**src/rtl/sht40_meas_sequencer.sv**
```systemverilog
// Periodic SHT40 measurement sequencer: issues the measure-command write,
// waits for conversion, issues the read, validates both words and retries
// failed cycles before publishing results or reporting a failure.
module sht40_meas_sequencer #(
  parameter logic [6:0]  DEV_ADDR         = 7'h44,
  parameter logic [7:0]  MEAS_CMD         = 8'hFD,
  parameter int unsigned MEAS_WAIT_CYCLES = 1000,
  parameter int unsigned PERIOD_CYCLES    = 5000,
  parameter int unsigned TIMEOUT_CYCLES   = 4095,
  parameter int unsigned MAX_RETRIES      = 2
) (
  input  logic        clk,
  input  logic        rst,
  input  logic        Enable,
  input  logic [2:0]  Master_State_Out,
  input  logic        CRC_Error,
  input  logic        Temp_Ready_Out,
  input  logic        RH_Ready_Out,
  input  logic [15:0] Temperature_Output,
  input  logic [15:0] Humidity_Output,
  output logic        Processor_Ready,
  output logic        i2c_writes,
  output logic [6:0]  Peripheral_Address,
  output logic [7:0]  Command_Data_Frames,
  output logic [15:0] Temp_Result,
  output logic [15:0] RH_Result,
  output logic        Result_Valid,
  output logic        Fail_Pulse,
  output logic [7:0]  Error_Count,
  output logic [2:0]  Seq_State
);

  localparam int unsigned CNT_W  = 32;
  localparam int unsigned RTY_W  = 8;
  localparam int unsigned DATA_W = 16;
  localparam int unsigned ERR_W  = 8;

  localparam logic [CNT_W-1:0] MEAS_LOAD   = CNT_W'(MEAS_WAIT_CYCLES - 1);
  localparam logic [CNT_W-1:0] PERIOD_LOAD = CNT_W'(PERIOD_CYCLES - 1);
  localparam logic [CNT_W-1:0] TMO_LAST    = CNT_W'(TIMEOUT_CYCLES - 1);
  localparam logic [RTY_W-1:0] RTY_MAX     = RTY_W'(MAX_RETRIES);
  localparam logic [ERR_W-1:0] ERR_SAT     = '1;

  typedef enum logic [2:0] {
    S_IDLE        = 3'd0,
    S_WR_REQ      = 3'd1,
    S_WR_WAIT     = 3'd2,
    S_MEAS_WAIT   = 3'd3,
    S_RD_REQ      = 3'd4,
    S_RD_WAIT     = 3'd5,
    S_CHECK       = 3'd6,
    S_PERIOD_WAIT = 3'd7
  } state_t;

  state_t              r_state,      w_state_nxt;
  logic [CNT_W-1:0]    r_wait_cnt,   w_wait_nxt;
  logic [CNT_W-1:0]    r_tmo_cnt,    w_tmo_nxt;
  logic [RTY_W-1:0]    r_retry,      w_retry_nxt;
  logic [ERR_W-1:0]    r_err_cnt,    w_err_nxt;
  logic                r_temp_seen,  w_temp_seen_nxt;
  logic                r_rh_seen,    w_rh_seen_nxt;
  logic                r_crc_bad,    w_crc_bad_nxt;
  logic                r_force_fail, w_force_fail_nxt;
  logic [DATA_W-1:0]   r_temp_sh,    w_temp_sh_nxt;
  logic [DATA_W-1:0]   r_rh_sh,      w_rh_sh_nxt;
  logic [DATA_W-1:0]   r_temp_res,   w_temp_res_nxt;
  logic [DATA_W-1:0]   r_rh_res,     w_rh_res_nxt;
  logic                r_proc_ready, w_proc_ready_nxt;
  logic                r_wr_mode,    w_wr_mode_nxt;
  logic                r_res_valid,  w_res_valid_nxt;
  logic                r_fail,       w_fail_nxt;

  logic w_master_idle;
  logic w_tmo_hit;
  logic w_ok;

  assign w_master_idle = (Master_State_Out == 3'b000);
  assign w_tmo_hit     = (r_tmo_cnt == TMO_LAST);
  assign w_ok          = r_temp_seen & r_rh_seen & ~r_crc_bad & ~r_force_fail;

  // State and registered outputs; reset abandons any transaction in flight
  always_ff @(posedge clk) begin
    if (rst) begin
      r_state      <= S_IDLE;
      r_wait_cnt   <= '0;
      r_tmo_cnt    <= '0;
      r_retry      <= '0;
      r_err_cnt    <= '0;
      r_temp_seen  <= 1'b0;
      r_rh_seen    <= 1'b0;
      r_crc_bad    <= 1'b0;
      r_force_fail <= 1'b0;
      r_temp_sh    <= '0;
      r_rh_sh      <= '0;
      r_temp_res   <= '0;
      r_rh_res     <= '0;
      r_proc_ready <= 1'b0;
      r_wr_mode    <= 1'b1;
      r_res_valid  <= 1'b0;
      r_fail       <= 1'b0;
    end else begin
      r_state      <= w_state_nxt;
      r_wait_cnt   <= w_wait_nxt;
      r_tmo_cnt    <= w_tmo_nxt;
      r_retry      <= w_retry_nxt;
      r_err_cnt    <= w_err_nxt;
      r_temp_seen  <= w_temp_seen_nxt;
      r_rh_seen    <= w_rh_seen_nxt;
      r_crc_bad    <= w_crc_bad_nxt;
      r_force_fail <= w_force_fail_nxt;
      r_temp_sh    <= w_temp_sh_nxt;
      r_rh_sh      <= w_rh_sh_nxt;
      r_temp_res   <= w_temp_res_nxt;
      r_rh_res     <= w_rh_res_nxt;
      r_proc_ready <= w_proc_ready_nxt;
      r_wr_mode    <= w_wr_mode_nxt;
      r_res_valid  <= w_res_valid_nxt;
      r_fail       <= w_fail_nxt;
    end
  end

  // Next-state, counters, flags and output next-values
  always_comb begin
    w_state_nxt      = r_state;
    w_wait_nxt       = r_wait_cnt;
    w_tmo_nxt        = '0;
    w_retry_nxt      = r_retry;
    w_err_nxt        = r_err_cnt;
    w_temp_seen_nxt  = r_temp_seen;
    w_rh_seen_nxt    = r_rh_seen;
    w_crc_bad_nxt    = r_crc_bad;
    w_force_fail_nxt = r_force_fail;
    w_temp_sh_nxt    = r_temp_sh;
    w_rh_sh_nxt      = r_rh_sh;
    w_temp_res_nxt   = r_temp_res;
    w_rh_res_nxt     = r_rh_res;
    w_res_valid_nxt  = 1'b0;
    w_fail_nxt       = 1'b0;
    w_wr_mode_nxt    = r_wr_mode;

    unique case (r_state)
      S_IDLE: begin
        if (Enable) w_state_nxt = S_WR_REQ;
      end

      S_WR_REQ: begin
        if (!w_master_idle) begin
          w_state_nxt = S_WR_WAIT;
        end else if (w_tmo_hit) begin
          w_state_nxt      = S_CHECK;
          w_force_fail_nxt = 1'b1;
        end else begin
          w_tmo_nxt = r_tmo_cnt + CNT_W'(1);
        end
      end

      S_WR_WAIT: begin
        if (w_master_idle) begin
          w_state_nxt = S_MEAS_WAIT;
          w_wait_nxt  = MEAS_LOAD;
        end else if (w_tmo_hit) begin
          w_state_nxt      = S_CHECK;
          w_force_fail_nxt = 1'b1;
        end else begin
          w_tmo_nxt = r_tmo_cnt + CNT_W'(1);
        end
      end

      S_MEAS_WAIT: begin
        if (r_wait_cnt == '0) w_state_nxt = S_RD_REQ;
        else                  w_wait_nxt  = r_wait_cnt - CNT_W'(1);
      end

      S_RD_REQ: begin
        if (!w_master_idle) begin
          w_state_nxt     = S_RD_WAIT;
          w_temp_seen_nxt = 1'b0;
          w_rh_seen_nxt   = 1'b0;
          w_crc_bad_nxt   = 1'b0;
        end else if (w_tmo_hit) begin
          w_state_nxt      = S_CHECK;
          w_force_fail_nxt = 1'b1;
        end else begin
          w_tmo_nxt = r_tmo_cnt + CNT_W'(1);
        end
      end

      S_RD_WAIT: begin
        if (Temp_Ready_Out) begin
          w_temp_seen_nxt = 1'b1;
          w_temp_sh_nxt   = Temperature_Output;
        end
        if (RH_Ready_Out) begin
          w_rh_seen_nxt = 1'b1;
          w_rh_sh_nxt   = Humidity_Output;
        end
        if (CRC_Error) w_crc_bad_nxt = 1'b1;
        if (w_master_idle) begin
          w_state_nxt = S_CHECK;
        end else if (w_tmo_hit) begin
          w_state_nxt      = S_CHECK;
          w_force_fail_nxt = 1'b1;
        end else begin
          w_tmo_nxt = r_tmo_cnt + CNT_W'(1);
        end
      end

      S_CHECK: begin
        w_force_fail_nxt = 1'b0;
        if (w_ok) begin
          w_temp_res_nxt  = r_temp_sh;
          w_rh_res_nxt    = r_rh_sh;
          w_res_valid_nxt = 1'b1;
          w_retry_nxt     = '0;
          w_state_nxt     = S_PERIOD_WAIT;
          w_wait_nxt      = PERIOD_LOAD;
        end else begin
          if (r_err_cnt != ERR_SAT) w_err_nxt = r_err_cnt + ERR_W'(1);
          if (r_retry < RTY_MAX) begin
            w_retry_nxt = r_retry + RTY_W'(1);
            w_state_nxt = S_WR_REQ;
          end else begin
            w_retry_nxt = '0;
            w_fail_nxt  = 1'b1;
            w_state_nxt = S_PERIOD_WAIT;
            w_wait_nxt  = PERIOD_LOAD;
          end
        end
      end

      S_PERIOD_WAIT: begin
        if (r_wait_cnt == '0) w_state_nxt = Enable ? S_WR_REQ : S_IDLE;
        else                  w_wait_nxt  = r_wait_cnt - CNT_W'(1);
      end

      default: w_state_nxt = S_IDLE;
    endcase

    // Request line follows the next state so acceptance drops it in the same update
    w_proc_ready_nxt = (w_state_nxt == S_WR_REQ) || (w_state_nxt == S_RD_REQ);
    if (w_state_nxt == S_WR_REQ)      w_wr_mode_nxt = 1'b1;
    else if (w_state_nxt == S_RD_REQ) w_wr_mode_nxt = 1'b0;
  end

  assign Processor_Ready     = r_proc_ready;
  assign i2c_writes          = r_wr_mode;
  assign Peripheral_Address  = DEV_ADDR;
  assign Command_Data_Frames = MEAS_CMD;
  assign Temp_Result         = r_temp_res;
  assign RH_Result           = r_rh_res;
  assign Result_Valid        = r_res_valid;
  assign Fail_Pulse          = r_fail;
  assign Error_Count         = r_err_cnt;
  assign Seq_State           = r_state;

endmodule
```
**config.mk**
```make
export PLATFORM = sky130hd
export DESIGN_NAME = sht40_meas_sequencer
export DESIGN_NICKNAME = d
export VERILOG_FILES = /design/src/rtl/sht40_meas_sequencer.sv
export SDC_FILE = /design/constraint.sdc
export NUM_CORES = 1
export LEC_CHECK = 0
export BUFFER_PORTS_ARGS = -buffer_cell sky130_fd_sc_hd__buf_4
export CAP_MARGIN = 20
export CORE_UTILIZATION = 45
export DETAILED_ROUTE_END_ITERATION = 7
export PLACE_DENSITY_LB_ADDON = 0.3
export SLEW_MARGIN = 0
export SYNTH_ARGS = -nofsm -noshare
export SYNTH_HDL_FRONTEND = slang
export SYNTH_SLANG_ARGS = --single-unit
```
**constraint.sdc**
```tcl
create_clock -name clk -period 4.7 [get_ports clk]
set_input_delay 0 -clock clk [delete_from_list [all_inputs] [get_ports clk]]
set_output_delay 0 -clock clk [all_outputs]
set_load 0.01 [all_outputs]
```
## Yosys cells after proc, flatten, opt, wreduce, memory -nomap -nowiden

Index checks and enable logic that the tools add are counted.

| storage, ports and cells | value |
|---|---|
| register bits | 155 |
| output and inout bits | 62 |

| operators by class | value |
|---|---|
| add/sub/neg operators | 4 |
| magnitude comparators | 1 |
| equal/unequal tests | 20 |
| mux-type cells | 36 |
| bitwise gates (word level) | 7 |
| reduce and logical (&&, ||, !) cells | 22 |

Operators by type and width:

| operator | number |
|---|---|
| two-way mux 32 bit | 7 |
| one-hot mux 32 bit (3 select lines) | 1 |
| one-hot mux 32 bit (2 select lines) | 1 |
| adder 32 x 1 -> 32 bit, second input constant | 1 |
| equality test 32 x 12 -> 1 bit, second input constant | 1 |
| logical NOT 32 bit | 1 |
| subtractor 32 x 1 -> 32 bit, second input constant | 1 |
| two-way mux 3 bit | 10 |
| one-hot mux 3 bit (8 select lines) | 1 |
| adder 8 x 1 -> 8 bit, second input constant | 2 |
| two-way mux 8 bit | 2 |
| equality test 3 bit, second input constant | 5 |
| AND reduction 3 bit | 5 |
| inequality test 2 bit, second input constant | 7 |
| two-way mux 1 bit | 10 |
| OR reduction 2 bit | 5 |
| less-than comparator 8 x 2 -> 1 bit, second input constant | 1 |
| inequality test 8 bit, second input constant | 1 |
| equality test 3 x 1 -> 1 bit, second input constant | 2 |
| equality test 3 x 2 -> 1 bit, second input constant | 2 |
| logical NOT 3 bit | 2 |
| one-hot mux 1 bit (2 select lines) | 3 |
| AND reduction 2 bit | 3 |
| nonzero test 3 bit | 2 |
| other kinds (9) | 14 |

## Logic depth before layout (Yosys ltp)

| depth | value |
|---|---|
| depth after elaboration | 7 |
| gate-level depth with buffers | 10 |
| mapped depth without buffers | 8 |

## Worst setup path before layout

Ideal clock, no wire load.

| timing path | value |
|---|---|
| kind | register to register |
| start | register r_tmo_cnt[0] |
| end | register r_proc_ready (netlist: Processor_Ready) |
| setup time | 116 ps |
| data arrival time | 2,217 ps |
| required time | 4,584 ps |
| setup slack | 2,367 ps |
| cell stages (with the launch flop) | 9 |
| period minus slack after synthesis | 2,333 ps |
| path through | dfxtp_1 -> inv_1 -> ha_1 -> or4b_1 -> or4_1 -> o31ai_1 -> a221oi_1 -> and3_1 -> o211a_1 |

| between the ends | value |
|---|---|
| cells in the longest elaborated chain, start to end | 6 |
| elaborated cells between the ends (all ways) | 10 |
| those cells by class | 3 x eq/ne; 6 x mux; 1 x reduce/logical |

Ends and longest elaborated chain:

| item | line | text |
|---|---|---|
| from (decl) | 57 | `logic [CNT_W-1:0] r_tmo_cnt, w_tmo_nxt;` |
| from (signal assigned) | 104 | `r_tmo_cnt <= w_tmo_nxt;` |
| equality test 32 x 12 -> 1 bit (*) | 78 | `assign w_tmo_hit = (r_tmo_cnt == TMO_LAST);` |
| two-way mux 3 bit (*) | n/a |  |
| two-way mux 3 bit, on equally long branches | n/a |  |
| one-hot mux 3 bit (8 select lines) (*) | 141 | `unique case (r_state)` |
| equality test 3 x 1 -> 1 bit / equality test 3 bit (equally long branches) | 240 | `w_proc_ready_nxt = (w_state_nxt == S_WR_REQ) \|\| (w_state_nxt == S_RD_REQ);` |
| logical OR 1 bit (*) | 240 |  |
| to (signal assigned) | 115 | `r_proc_ready <= w_proc_ready_nxt;` |
| to (decl) | 68 | `logic r_proc_ready, w_proc_ready_nxt;` |

Mark *: on every way between the ends. The rest lies on a longest branch, timed or not.
A chain may end at the register's enable or synchronous reset.

## Worst setup path in the final report

| timing path | value |
|---|---|
| start | register r_state[0] (netlist: Seq_State[0]) |
| end | register r_wait_cnt[13] |

| between the ends | value |
|---|---|
| cells in the longest elaborated chain, start to end | 4 |
| elaborated cells between the ends (all ways) | 11 |
| those cells by class | 7 x eq/ne; 1 x mux; 3 x reduce/logical |

Ends and longest elaborated chain:

| item | line | text |
|---|---|---|
| from (decl) | 55 | `state_t r_state, w_state_nxt;` |
| from (signal assigned) | 102 | `r_state <= w_state_nxt;` |
| equality test 3 bit / equality test 3 x 2 -> 1 bit (equally long branches) | 141 |  |
| OR reduction 2 bit (no source line) | n/a |  |
| inequality test 2 bit (no source line) / nonzero test 3 bit (equally long branches) | n/a |  |
| AND reduction 4 bit (no source line) | n/a |  |
| to (signal assigned) | 103 | `r_wait_cnt <= w_wait_nxt;` |
| to (decl) | 56 | `logic [CNT_W-1:0] r_wait_cnt, w_wait_nxt;` |

Parallel ways exist; a longest one is shown, timed or not.

==> results <==
- Of the total synthesized cell area, the portion taken by XOR and XNOR cells is 5.74%.
- In this run the tightest slew margin relative to its limit is 35.0%.
- The first-pass GRT wire length is 25600 um.
- The synthesized netlist contains 64 unique library cells.
- The count of boundary I/O pins is 103.
- The final weighted congestion of routability-driven global placement is 0.811.
- The count of synthesis-stage warnings from yosys is 0.
- After detailed routing, the total wire length is 15400 um.
- The number of H-tree levels is 4.
- The post-synthesis compound-gate area fraction is 13.2%.
- The fraction of the yosys area taken by sequential cells is 46.2%.
- The required arrival time at the worst endpoint is 5.03 ns.
- The beginning of the worst register-to-register path is Seq_State[0].
- The met1 global-route usage is 26.9%.
- The region available for standard cell placement spans 14500 um2.
- The number of max-cap violations is 0.
- After synthesis, the largest family of logic cells by area is simple AND/OR/NAND/NOR gates.
- The post-route worst hold slack is 0.267 ns.
- The cell with the largest stage delay on the worst path is dfxtp_1.
- Clock tree synthesis inserted a total of 17 buffers.
- The clock tree from TritonCTS is done.
- The slack of the critical path is 1.34 ns.
- The number of setup violations in the final report is 0.
- The number of rows in the core area is 44.
- The worst hold path startpoint is Master_State_Out[2].
- The total overflow left after global routing is 0.
- Across every metal layer, demand over resource in global routing totals 21.2%.
- The first routing iteration left 384 violations.
- The floorplan die area is 15400 um2.
- The worst setup path is launched from a flop.
- The pin slew with the least headroom to its limit is 0.967 ns.
- Summing the areas of all fa, ha and maj instances in the mapped netlist gives 1.12% of the synthesized area.
- The run finished with clean final reports.
- The met3 capacity usage during global routing is 5.17%.
- The die is 124 um tall.
- The start-to-end type of the worst setup path is flop to flop.
- The share of async-settable or async-resettable flops after synthesis is 0%.
- The number of global-route vias before repair came to 5426.
- The synthesized instance count is 815.
- The critical path data arrival time is 3.70 ns.
- After detailed routing, the average wire length per cell comes to 13.6 um.
- In the synthesized netlist the dominant register cell turns out to be dfxtp_1.
- The simple-gate portion of the synthesized area is 28.4%.
- The utilization after layout is 58.7%.
- The repair_antennas step left the layout with diodes totalling 0.
- Registers take 3100 um2.
- IR analysis of the VDD net gives a maximum drop of 0.313 mV.
- Of all nets on the critical path, the largest fanout is 16.
- The accumulated negative setup slack is 0 ns.
- The area growth from synthesis to final layout is 27.1%.
- The pin count of the biggest net entering global routing is 69.
- The count of buffers inserted at the top-level ports is 87.
- The minimum clock period after layout is 3.36 ns.
- The most critical setup path has its startpoint at Seq_State[0].
- The clock insertion delay at the later pin of the skew report is 0.42 ns.
- The final-report hold violation count is 0.
- The critical path goes through nand3b_1 -> nor4_2 -> nor2_1 -> nand4_1 -> buf_4 -> or4_2 -> a21oi_1.
- The combined area of all synthesized cells is 6710 um2.
- After synthesis, the mean cell area works out to 8.24 um2.
- The clock-pin slew on the worst setup and hold paths is 0.06 ns.
- The max-slew violation count is 0.
- On the final layout, the worst clock skew is 0.0137 ns.
- The number of synthesized register bits is 155.
- Dividing total power by cell area gives a power density of 336 nW/um2.
- The worst setup path is captured at a flop.
- Of the available clock period, the critical path in the final layout requires 71.6%.
- The initial antenna violation count is 0.
- Derived from the worst setup path, the maximum achievable clock frequency is 297 MHz.
- The post-placement worst setup slack is 1.43 ns.
- The detailed-route via count is 6010.
- The layout has 1356 filler cells.
- The via count normalized by instance count is 5.31.
- Setup repair after global routing left no endpoint under its margin.
- In this design, the stage delay of the slowest critical-path cell is 0.64 ns.
- The detail route stage leaves a number of antenna-violating nets equal to 0.
- The hold buffer count at CTS is 49.
- The number of setup buffers added after CTS is 0.
- For met2 alone, demand over resource in global routing was 34.7%.
- The length of the first detailed-routing pass in iterations is 4.
- In this run the clock root is driven by a clkbuf_16.
- The class of the tightest hold or removal check is primary input to flop.
- For this configuration, the core starts out at a cell density of 46.2%.
- The clock drives 155 sinks.
- The fraction of final layout cells sized beyond drive strength 1 is 15.2%.
- The half-perimeter wire length of the detailed placement result is 9990 um.
- The maximum buffer depth of the clock tree is 2.
- In this run, synthesis inferred 0 flip-flops with an integrated enable.
- The multiplexer share of the synthesized area is 0.596%.
- met2 is the most crowded layer.
- The floorplan step set the die width to 124 um.
- Summing all multi-input logic gate instances after layout gives 3360 um2.
- The total of cells resized after clock tree synthesis is 0.
- At the end of the flow, the number of nets in the layout was 981.
- For this run, design rule violations remaining after detail routing come to 0.
- The leakage power total is 0.00315 uW.
==> worst max-delay path: cells and delay by family (launching register included) <==
kind,cells,cell delay (ns)
compound gates,1,0.15
buf+inv,1,0.31
flops,1,0.64
simple gates,5,2.19
==> synthesized netlist by cell type (5+ instances only) <==
cell type | instances | area share [%]
nand2_1 | 163 | 9.1
or4_1 | 11 | 1.2
ha_1 | 6 | 1.1
buf_2 | 6 | 0.45
o31ai_1 | 13 | 1.5
and2_1 | 5 | 0.47
nor4_1 | 19 | 1.8
dfxtp_1 | 155 | 46
and3_1 | 8 | 0.75
clkbuf_1 | 32 | 1.8
xor2_1 | 22 | 2.9
or3_1 | 8 | 0.75
nand3_1 | 23 | 1.7
xnor2_1 | 22 | 2.9
inv_1 | 9 | 0.50
nand4_1 | 15 | 1.4
o21ai_0 | 12 | 0.89
buf_4 | 15 | 1.7
nor2_1 | 81 | 4.5
a21oi_1 | 98 | 7.3
nor3_1 | 19 | 1.4
==> final timing paths <==
check,end,cells after the start,slack (ns)
setup / recovery,r_wait_cnt[13],7,1.34
hold / removal,Seq_State[0],5,0.27
setup reg to reg,r_wait_cnt[13],7,1.34
hold reg to reg,RH_Result[7],2,0.45
==> layer usage <==
layer  vias to the layer above  routed length, um
met5                         -                  0
met1                      2804               6990
met2                       139               7510
met4                         0                251
met3                        18                676
li1                       3049                  -
==> final cells by class <==
cell class | count | share of cell area (%)
multi-input combinational | 609 | 39.4
sequential | 155 | 36.4
timing repair buffer | 141 | 13.8
clock buffer | 21 | 5.63
tap | 184 | 2.70
clock inverter | 11 | 1.57
inverter | 10 | 0.440
==> cells in the final DEF (no fill, tap or decap), types with 11 or more instances in the layout <==
cell / netlist / final
a21oi_1: 98 / 98
buf_4: 15 / 92
clkbuf_16: 0 / 17
conb_1: 2 / 15
dfxtp_1: 155 / 155
dlygate4sd3_1: 0 / 49
nand2_1: 163 / 163
nand3_1: 23 / 23
nand4_1: 15 / 15
nor2_1: 81 / 80
nor3_1: 19 / 19
nor4_1: 19 / 19
o21ai_0: 12 / 12
o31ai_1: 13 / 13
or4_1: 11 / 11
xnor2_1: 22 / 22
xor2_1: 22 / 22
==> per-stage QoR <==
| stage | instances | area (um2) | total power, uW |
|---|---|---|---|
| after floorplan | 828 | 6760 | 1440 |
| after global placement | 1050 | 7430 | 1480 |
| after detailed placement | 1050 | 7430 | 1480 |
| after CTS | 1131 | 8530 | 2900 |
| after global routing | 1131 | 8530 | 2980 |
| final | 1131 | 8530 | 2870 |
==> power by group <==
group,switching [uW],leakage (uW),internal [uW]
clock network,547,0.000294,846
logic,81.1,0.00160,67.1
registers,7.86,0.00125,1320
==> state kept, by name, summed over array words and instances (netlist names), 3 cells and up <==
register and flops:
Error_Count 8, RH_Result 16, Seq_State 3, Temp_Result 16, r_retry 8, r_rh_sh 16, r_temp_sh 16, r_tmo_cnt 32
r_wait_cnt 32
==> kinds of logic after synthesis <==
kind of cell,Yosys count
and+or+nand+nor,387
DFF,155
AOI/OAI and AO/OA,153
buffers and inverters,64
xor gates and xnor gates,44
adders and majority gates,6
muxes,4
other,2
(Power assumes the default switching activity.)
